--- src/rtl/bidir_bus_sequencer.sv ---
// Arbitrates one shared bidirectional pad bus between a write and a read requester,
// generating setup/strobe/hold timing with an enforced idle turnaround after every transaction.
module bidir_bus_sequencer #(
  parameter int WIDTH     = 16,
  parameter int SETUP_CYC = 1,
  parameter int STB_CYC   = 2,
  parameter int HOLD_CYC  = 1,
  parameter int TURN_CYC  = 2
) (
  input  logic             clk,
  input  logic             rst,
  input  logic             wr_req,
  input  logic [WIDTH-1:0] wr_data,
  output logic             wr_ack,
  input  logic             rd_req,
  output logic             rd_ack,
  output logic [WIDTH-1:0] rd_data,
  output logic             rd_valid,
  output logic             busy,
  output logic [WIDTH-1:0] pad_out,
  output logic             pad_oe,
  input  logic [WIDTH-1:0] pad_in,
  output logic             bus_stb,
  output logic             bus_rnw
);

  localparam int CW = 8;

  typedef enum logic [2:0] {
    IDLE     = 3'd0,
    WR_SETUP = 3'd1,
    WR_STB   = 3'd2,
    WR_HOLD  = 3'd3,
    RD_STB   = 3'd4,
    TURN     = 3'd5
  } state_t;

  state_t          state_reg, state_next;
  logic [CW-1:0]   cnt_reg, cnt_next;
  logic            prio_rd_reg;
  logic            grant_wr, grant_rd, sample_rd;

  logic             wr_ack_reg, rd_ack_reg, rd_valid_reg, busy_reg;
  logic             pad_oe_reg, bus_stb_reg, bus_rnw_reg;
  logic [WIDTH-1:0] pad_out_reg, rd_data_reg;

  always_comb begin
    state_next = state_reg;
    cnt_next   = cnt_reg;
    grant_wr   = 1'b0;
    grant_rd   = 1'b0;
    sample_rd  = 1'b0;
    case (state_reg)
      IDLE: begin
        // When both requests are pending, prio_rd_reg picks the type not granted last
        if (wr_req && (!rd_req || !prio_rd_reg)) begin
          grant_wr   = 1'b1;
          state_next = WR_SETUP;
          cnt_next   = CW'(SETUP_CYC - 1);
        end else if (rd_req) begin
          grant_rd   = 1'b1;
          state_next = RD_STB;
          cnt_next   = CW'(STB_CYC - 1);
        end
      end
      WR_SETUP: begin
        if (cnt_reg == '0) begin
          state_next = WR_STB;
          cnt_next   = CW'(STB_CYC - 1);
        end else begin
          cnt_next = cnt_reg - CW'(1);
        end
      end
      WR_STB: begin
        if (cnt_reg == '0) begin
          state_next = WR_HOLD;
          cnt_next   = CW'(HOLD_CYC - 1);
        end else begin
          cnt_next = cnt_reg - CW'(1);
        end
      end
      WR_HOLD: begin
        if (cnt_reg == '0) begin
          state_next = TURN;
          cnt_next   = CW'(TURN_CYC - 1);
        end else begin
          cnt_next = cnt_reg - CW'(1);
        end
      end
      RD_STB: begin
        if (cnt_reg == '0) begin
          sample_rd  = 1'b1;
          state_next = TURN;
          cnt_next   = CW'(TURN_CYC - 1);
        end else begin
          cnt_next = cnt_reg - CW'(1);
        end
      end
      TURN: begin
        if (cnt_reg == '0) begin
          state_next = IDLE;
          cnt_next   = '0;
        end else begin
          cnt_next = cnt_reg - CW'(1);
        end
      end
      default: begin
        state_next = IDLE;
        cnt_next   = '0;
      end
    endcase
  end

  always_ff @(posedge clk) begin
    if (rst) begin
      state_reg    <= IDLE;
      cnt_reg      <= '0;
      prio_rd_reg  <= 1'b0;
      wr_ack_reg   <= 1'b0;
      rd_ack_reg   <= 1'b0;
      rd_valid_reg <= 1'b0;
      busy_reg     <= 1'b0;
      pad_oe_reg   <= 1'b0;
      bus_stb_reg  <= 1'b0;
      bus_rnw_reg  <= 1'b0;
      pad_out_reg  <= '0;
      rd_data_reg  <= '0;
    end else begin
      state_reg    <= state_next;
      cnt_reg      <= cnt_next;
      wr_ack_reg   <= grant_wr;
      rd_ack_reg   <= grant_rd;
      rd_valid_reg <= sample_rd;
      // Outputs are decoded from the next state so they line up with the state register
      busy_reg     <= (state_next != IDLE);
      pad_oe_reg   <= (state_next == WR_SETUP) || (state_next == WR_STB) ||
                      (state_next == WR_HOLD);
      bus_stb_reg  <= (state_next == WR_STB) || (state_next == RD_STB);
      if (grant_wr) begin
        pad_out_reg <= wr_data;
        bus_rnw_reg <= 1'b0;
        prio_rd_reg <= 1'b1;
      end
      if (grant_rd) begin
        bus_rnw_reg <= 1'b1;
        prio_rd_reg <= 1'b0;
      end
      if (sample_rd) begin
        rd_data_reg <= pad_in;
      end
    end
  end

  assign wr_ack   = wr_ack_reg;
  assign rd_ack   = rd_ack_reg;
  assign rd_valid = rd_valid_reg;
  assign rd_data  = rd_data_reg;
  assign busy     = busy_reg;
  assign pad_oe   = pad_oe_reg;
  assign pad_out  = pad_out_reg;
  assign bus_stb  = bus_stb_reg;
  assign bus_rnw  = bus_rnw_reg;

endmodule

--- config.mk ---
export PLATFORM = sky130hd
export DESIGN_NAME = bidir_bus_sequencer
export DESIGN_NICKNAME = d
export VERILOG_FILES = /design/src/rtl/bidir_bus_sequencer.sv
export SDC_FILE = /design/constraint.sdc
export NUM_CORES = 1
export LEC_CHECK = 0
export ABC_AREA = 1
export CAP_MARGIN = 10
export CORE_UTILIZATION = 40
export DETAILED_ROUTE_END_ITERATION = 12
export PLACE_DENSITY = 0.76
export SLEW_MARGIN = 20
export SYNTH_ARGS = -nofsm -noshare
export SYNTH_HDL_FRONTEND = slang
export SYNTH_SLANG_ARGS = --single-unit
--- constraint.sdc ---
create_clock -name clk -period 1.4 [get_ports clk]
set_clock_uncertainty 0.1 [all_clocks]
set_input_delay 0.21 -clock clk [delete_from_list [all_inputs] [get_ports clk]]
set_output_delay 0.21 -clock clk [all_outputs]
set_load 0.01 [all_outputs]
== Word level (Yosys, flattened, before mapping) ==
Cells that the tools add are included.
Word-level totals
  input port bits: 36
  output and inout port bits: 39
  register bits after elaboration: 51
  word-level logic and storage cells: 59
Cells by class
  mux-type cells: 21
  add/subtract/negate cells: 1
  reductions and logical operators: 15
  eq/ne operators: 10
Operators with widths (number)
  2-to-1 mux 8 bit: 4
  one-hot mux 8 bit (3 select lines): 1
  2-to-1 mux 3 bit: 6
  one-hot mux 3 bit (5 select lines): 1
  == test 3 x 2 -> 1 bit, second input constant: 4
  == test 3 bit, second input constant: 3
  2-to-1 mux 1 bit: 9
  logical NOT 8 bit: 1
  subtractor 8 x 1 -> 8 bit, second input constant: 1
  == test 3 x 1 -> 1 bit, second input constant: 2
  OR reduction 2 bit: 3
  logical OR 1 bit: 4
  logical NOT 3 bit: 1
  != test 3 bit, second input constant: 1
  nonzero test 3 bit: 1
  OR reduction 3 bit: 1
  logical NOT 1 bit: 2
  nonzero test 2 bit: 1
  logical AND 1 bit: 1

== Logic depth before layout (Yosys ltp) ==
Gate-level depths: netlist of run 1.
  word-level depth: 8
  mapped depth: 11
  mapped depth without buffers: 11

== Least setup slack after synthesis of run 1 ==
No wires, ideal clock.
  path type: reg-to-reg
  start point: register cnt_reg[0]
  end point: register rd_data_reg[10] (netlist: rd_data[10])
  stages on the path, launching flop included: 11
  data arrival time: 1287 ps
  path buffers: 1
  data required time: 1187 ps
  path slack: -100 ps
  setup time: 113 ps
  path through: dfxtp_1 -> inv_1 -> ha_1 -> nand2_1 -> inv_1 -> nand2_4 -> nor2_8 -> inv_4 -> buf_6 -> nor2_2 -> nor2_1
Between the ends
  longest elaborated chain between the ends: 3
RTL lines
  start, declared: line 39  | logic [CW-1:0] cnt_reg, cnt_next;
  start signal, assigned: line 130  | cnt_reg <= cnt_next;
  logical NOT 8 bit: line 91  | if (cnt_reg == '0) begin
  2-to-1 mux 1 bit: line 91
  2-to-1 mux 1 bit: line 53  | case (state_reg)
  end signal, assigned: line 149  | rd_data_reg <= pad_in;
  end, declared: line 45  | logic [WIDTH-1:0] pad_out_reg, rd_data_reg;
Every way passes these cells.
A chain may end at the register's enable or synchronous reset.

== Final worst setup path of run 1 ==
  start point: register cnt_reg[1]
  end point: register busy_reg (netlist: busy)
Between the ends
  longest elaborated chain between the ends: 4
  elaborated cells between the ends (all ways): 7
  those cells by class: mux: 5; reduce/logical: 2
RTL lines
  logical NOT 8 bit *
  2-to-1 mux 3 bit (on tied branches)
  one-hot mux 3 bit (5 select lines) *: line 53
  nonzero test 3 bit *: line 135  | busy_reg <= (state_next != IDLE);
  end signal, assigned: line 135
  end, declared: line 43  | logic wr_ack_reg, rd_ack_reg, rd_valid_reg, busy_reg;
Mark *: on every way between the ends. The rest lies on a longest branch, timed or not.

==> flow_metrics.tcl, run 1 <==
set metrics [dict create \
    status "completed" \
    crit_type "flip-flop to flip-flop" \
    dieHeight_um 74.06 \
    grt_pass1_vias 1895 \
    drc 0 \
    reg2reg_slack_ps 10 \
    synth_seq_cells 51 \
    layout.nets 394 \
    clk_pin_slew_worst_paths_ps 90 \
    io_buffers 74 \
    required_ps 1510 \
    finalSetupTns_ps 0 \
    vdd_drop_max_uv 847.3 \
    firstDrtPassIters 4 \
    powerDensity_mw_per_mm2 2060 \
    drt.antenna.violating_nets 0 \
    tritoncts "done" \
    startpoint_type "flip-flop" \
    crit_path_end "busy" \
    final_min_period_over_clock_period 0.9899 \
    min_path_type "flip-flop to flip-flop" \
    r2r_cells 9 \
    final_common_cell "nor2_1" \
    sw_frac_of_total 0.3957 \
    die_w_um 74.06 \
    slew_viol_final 0 \
    grt_max_degree 24 \
    worstReg2RegStart "cnt_reg[1]" \
    combPwrFrac 0.501 \
    vias 1969 \
    syn_area_mm2 0.002077 \
    finalWirelength_um 4891 \
    cts_buffer_depth 2 \
    grt_setup_unrepaired "true" \
    cts_num_sinks 51 \
    synth_cells 267 \
    leakage_nw 1.512 \
    finalWeightedCongestion 0.9154 \
    rows 25 \
    syn2layout_area_growth_pct 50.36 \
    initial_utilization 0.4284 \
    dieArea_mm2 0.005485 \
    ctsHtreeMaxLevel 2 \
    crit_fanout 6 \
    seq_area_frac_synth 0.4916 \
    critPathCaptureType "flip-flop" \
    ys_warn_count 0 \
    arrival_ps 1490 \
    clkLatencyLatePin_ps 300 \
    cts_buffers 5 \
    drtIter0Drc 76 \
    final_cell_mix "73 x nor2_1, 45 x dfxtp_1, 39 x dlygate4sd2_1, 35 x clkdlybuf4s50_1, 24 x nand2_1" \
    p_int_w 0.003889 \
    dp.cells 415 \
    setup.worst_path.start "cnt_reg[1]" \
    hold_violations 0 \
    hpwlAfterDp_um 3486 \
    root_buffer "clkbuf_8" \
    grt_first_pass_wirelength_um 8107 \
    drv_cap 0 \
    grt_usage 0.1931 \
    pwr-share-seq 0.336 \
    fmaxAchievable_mhz 721.6 \
    netSwitchingPower_w 0.002546 \
    clkPwrFrac 0.163 \
    postSynthAreaPerCell_um2 7.779 \
    post_drt_wl_per_cell_um 11.51 \
    r2r-end "busy" \
    netlist-cell-type-count 26 \
    setup_violations 0 \
    antenna_cells 0 \
    min_period_ps 1386 \
    synth_nets 304 \
    drive_gt1_frac 0.2123 \
    antenna_found_initial 0 \
    hold_depth 2 \
    vias_per_cell 4.633 \
    slew_headroom 0.8502 \
    tightest_slew_ps 224.2 \
    layoutNonFillerInstCount 425 \
    overflow 0 \
    ios 75 \
    fp.coreArea_mm2 0.004848 \
]
==> stage by stage <==
| stage | hold slack (ps) | instance area [um^2] | total power [W] | util | setup slack (ps) |
|---|---|---|---|---|---|
| 2_1_floorplan | 238.2 | 2102 | 0.004267 | - | 5.098 |
| 3_3_place_gp | 354.1 | 2973 | 0.005435 | 0.6132 | -220.6 |
| 6_report | 373.2 | 3123 | 0.006434 | 0.6441 | 14.11 |
| 4_1_cts | 370.7 | 3045 | 0.006321 | 0.6281 | 2.540 |
| 3_5_place_dp | 359.3 | 2973 | 0.005479 | 0.6132 | -264.2 |
| 5_1_grt | 396.5 | 3123 | 0.006966 | 0.6441 | -77.66 |
==> worst min-delay path by stage <==
| stage | startpoint | endpoint | slack [ps] |
|---|---|---|---|
| final | bus_rnw | bus_rnw | 370 |
| after global routing | pad_in[2] | rd_data[2] | 400 |
| after CTS | bus_rnw | bus_rnw | 370 |
| after detailed placement | bus_rnw | bus_rnw | 360 |
| after global placement | bus_rnw | bus_rnw | 350 |
| after floorplan | pad_in[10] | rd_data[10] | 240 |
==> power by group through the flow <==
stage                     Combinational [W]  Sequential (W)  Clock, W
after floorplan                     0.00192         0.00235         0
after global placement              0.00326         0.00218         0
after detailed placement            0.00329         0.00219         0
after CTS                           0.00310         0.00215   0.00107
after global routing                0.00361         0.00221   0.00114
final                               0.00322         0.00216   0.00105
==> cell type report <==
class	instances	area [um^2]
clock buffers	6	82.58
clock inverters	2	35.03
fillers	441	1725
inverters	19	83.83
multi-input cells	187	959.7
flip-flops and latches	51	1028
well taps	67	83.83
repair buffers	93	849.6
==> cells by family after synthesis <==
family / share of synthesized area
buffers and inverters: 0.07650
XOR/XNOR: 0.01687
AO/OA/AOI/OAI: 0.1096
flip-flops: 0.4916
adder cells (fa/ha/maj): 0.006023
AND/OR/NAND/NOR: 0.2994
==> cell usage after synthesis <==
cell / n / share of area
a211oi_1: 1 / 0.0036
a21oi_1: 5 / 0.012
buf_2: 2 / 0.0048
buf_6: 5 / 0.027
clkbuf_1: 3 / 0.0054
clkinv_1: 1 / 0.0018
dfxtp_1: 51 / 0.49
ha_1: 1 / 0.0060
inv_1: 12 / 0.022
inv_2: 3 / 0.0054
inv_4: 2 / 0.0060
inv_6: 1 / 0.0042
nand2_1: 28 / 0.051
nand2_2: 4 / 0.012
nand2_4: 2 / 0.011
nand3_1: 11 / 0.027
nand3_2: 1 / 0.0048
nand4_1: 1 / 0.0030
nor2_1: 75 / 0.14
nor2_2: 11 / 0.033
nor2_4: 2 / 0.011
nor2_8: 1 / 0.0096
nor3_1: 1 / 0.0024
o21ai_0: 28 / 0.067
o21ai_1: 11 / 0.027
xor2_1: 4 / 0.017
==> per-layer routing <==
layer | global-route usage | vias to the layer above | wire, um
met3 | 0.07317 | 10 | 423
met1 | 0.2191 | 876 | 2197
met5 | 0 | - | 0
met4 | 0.1047 | 0 | 99
li1 | - | 1020 | -
met2 | 0.3141 | 63 | 2170
==> worst max-delay path, cell delays in order (launching register included) <==
cell	delay, ps
dfxtp_2	330
inv_2	60
ha_4	160
nand2_4	70
nor2_4	190
nor2_1	60
nor2_1	90
nand2_1	90
nand2_1	80
nand2_1	50
==> timing repair <==
item / 4_1_cts / 5_1_grt
endpoints found under the setup margin: 51 / 43
buffers inserted: 0 / 1
gates resized for setup: 42 / 25
pin swaps: 1 / 10
hold buffers: 0 / 0
cloned: 0 / 1
Power figures use the tool's default switching activity.
==> run 2, diff against run 1 <==
Settings changed: REMOVE_ABC_BUFFERS set to 1.
==> flow_metrics.tcl, run 2 (same netlist as run 1, synthesis figures left out) <==
set metrics [dict create \
    status "complete, but fails checks" \
    violations "setup timing" \
    drc 0 \
    antenna_found_initial 0 \
    slew_viol_final 0 \
    initial_utilization 0.4284 \
    finalWeightedCongestion 0.8256 \
    r2r_cells 10 \
    ctsHtreeMaxLevel 2 \
    drt.antenna.violating_nets 0 \
    grt_use_met3 0.06504 \
    grt_first_pass_wirelength_um 8300 \
    dp.cells 416 \
    rows 25 \
    io_buffers 74 \
    fp.coreArea_mm2 0.004848 \
    layout.nets 394 \
    dieArea_mm2 0.005485 \
    final_min_period_over_clock_period 1.002 \
    drive_gt1_frac 0.2157 \
    leakage_nw 1.506 \
    vdd_drop_max_uv 863.1 \
    postCtsSetupRepairBufs 0 \
    grt_setup_unrepaired "true" \
    hold_depth 2 \
    grt_pass1_vias 1931 \
    crit_type "flip-flop to flip-flop" \
    drtIter0Drc 82 \
    post_drt_wl_per_cell_um 11.89 \
    vias_per_cell 4.663 \
    firstDrtPassIters 4 \
    tritoncts "done" \
    cts_buffer_depth 2 \
    use_met2 0.3495 \
    finalWirelength_um 5041 \
    grt_busiest_layer "met2" \
    grtUsageMet1 0.2286 \
    critPathCaptureType "flip-flop" \
    final_util 0.6446 \
    final_common_cell "nor2_1" \
    tightest_slew_ps 230.8 \
    total_power_w 0.006237 \
    dieHeight_um 74.06 \
    startpoint_type "flip-flop" \
    cts_num_sinks 51 \
    drv_cap 0 \
    grt_usage 0.2001 \
    cts_hold_buf 0 \
    hold_violations 0 \
    clk_pin_slew_worst_paths_ps 90 \
    crit_fanout 6 \
    place_ws_ps -266.0 \
    final_cell_mix "71 x nor2_1, 43 x dfxtp_1, 39 x dlygate4sd2_1, 35 x clkdlybuf4s50_1, 26 x nand2_1" \
    hpwlAfterDp_um 3542 \
    ios 75 \
    setup_violations 1 \
    antenna_cells 0 \
    vias 1977 \
    slew_headroom 0.8458 \
    powerDensity_mw_per_mm2 1996 \
    cts_buffers 5 \
    final_area_mm2 0.003126 \
    fmaxAchievable_mhz 712.7 \
    min_period_ps 1403 \
    min_path_type "flip-flop to flip-flop" \
    root_buffer "clkbuf_8" \
    overflow 0 \
    syn2layout_area_growth_pct 50.48 \
    layoutNonFillerInstCount 424 \
    dpl_cell_area_mm2 0.002984 \
    required_ps 1540 \
    grt_max_degree 29 \
    clkLatencyLatePin_ps 310 \
    die_w_um 74.06 \
    arrival_ps 1540 \
    setup_ws_ps -3.117 \
]
[run 2: cell count changes in the layout (fill, tap and decap cells not counted), sizes merged]
| cell | before | now |
|---|---|---|
| inv | 18 | 19 |
| bufinv | 1 | 0 |
| buf | 19 | 18 |
| clkbuf | 6 | 5 |
| clkinv | 2 | 3 |
[run 2: final cells by class]
type	count	area [um^2]
inverter	19	88.84
timing repair buffer	92	855.8
timing repair inverter	1	6.256
multi-input combinational	187	974.7
sequential	51	1033
tap	67	83.83
fill	436	1723
clock inverter	2	13.76
clock buffer	5	68.82
[run 2: worst max-delay path: stages (launching register included)]
cell	delay, ps
dfxtp_2	330
inv_2	60
ha_4	140
nand2_4	60
nor2_4	140
nand2_1	70
nand2_1	80
nand3_2	90
nand2_1	90
nand2_1	60
nor2_1	110
[run 2: worst paths after layout]
check / end / start / slack (ps)
setup / recovery: pad_oe / cnt_reg[1] / -3
hold / removal: bus_rnw / bus_rnw / 370
setup reg to reg: pad_oe / cnt_reg[1] / -3
hold reg to reg: bus_rnw / bus_rnw / 370
[run 2: metal layers]
metal / wire, um / part of all wire
met1: 2170 / 0.43
met2: 2456 / 0.49
met3: 338 / 0.067
met5: 0 / 0
met4: 76 / 0.015
[run 2: timing repair]
| action | CTS | global route |
|---|---|---|
| cloned | 1 | 0 |
| pin swaps | 11 | 9 |
| endpoints found under the setup margin | 68 | 37 |
| gates resized for setup | 65 | 17 |
[run 2: power breakdown]
group	total [W]	internal (W)	switching (W)
combinational	0.00323	0.00139	0.00184
sequential	0.00220	0.00193	0.000269
clock	0.000806	0.000342	0.000464
total	0.00624	0.00367	0.00257
[run 2: through the flow]
| step | hold slack, ps | TNS [ps] |
|---|---|---|
| after floorplan | 179.1 | -1756 |
| after global placement | 349.3 | -6046 |
| after detailed placement | 362.3 | -7865 |
| after CTS | 366.4 | -215.5 |
| after global routing | 371.6 | -1243 |
| final | 373.2 | -3.117 |
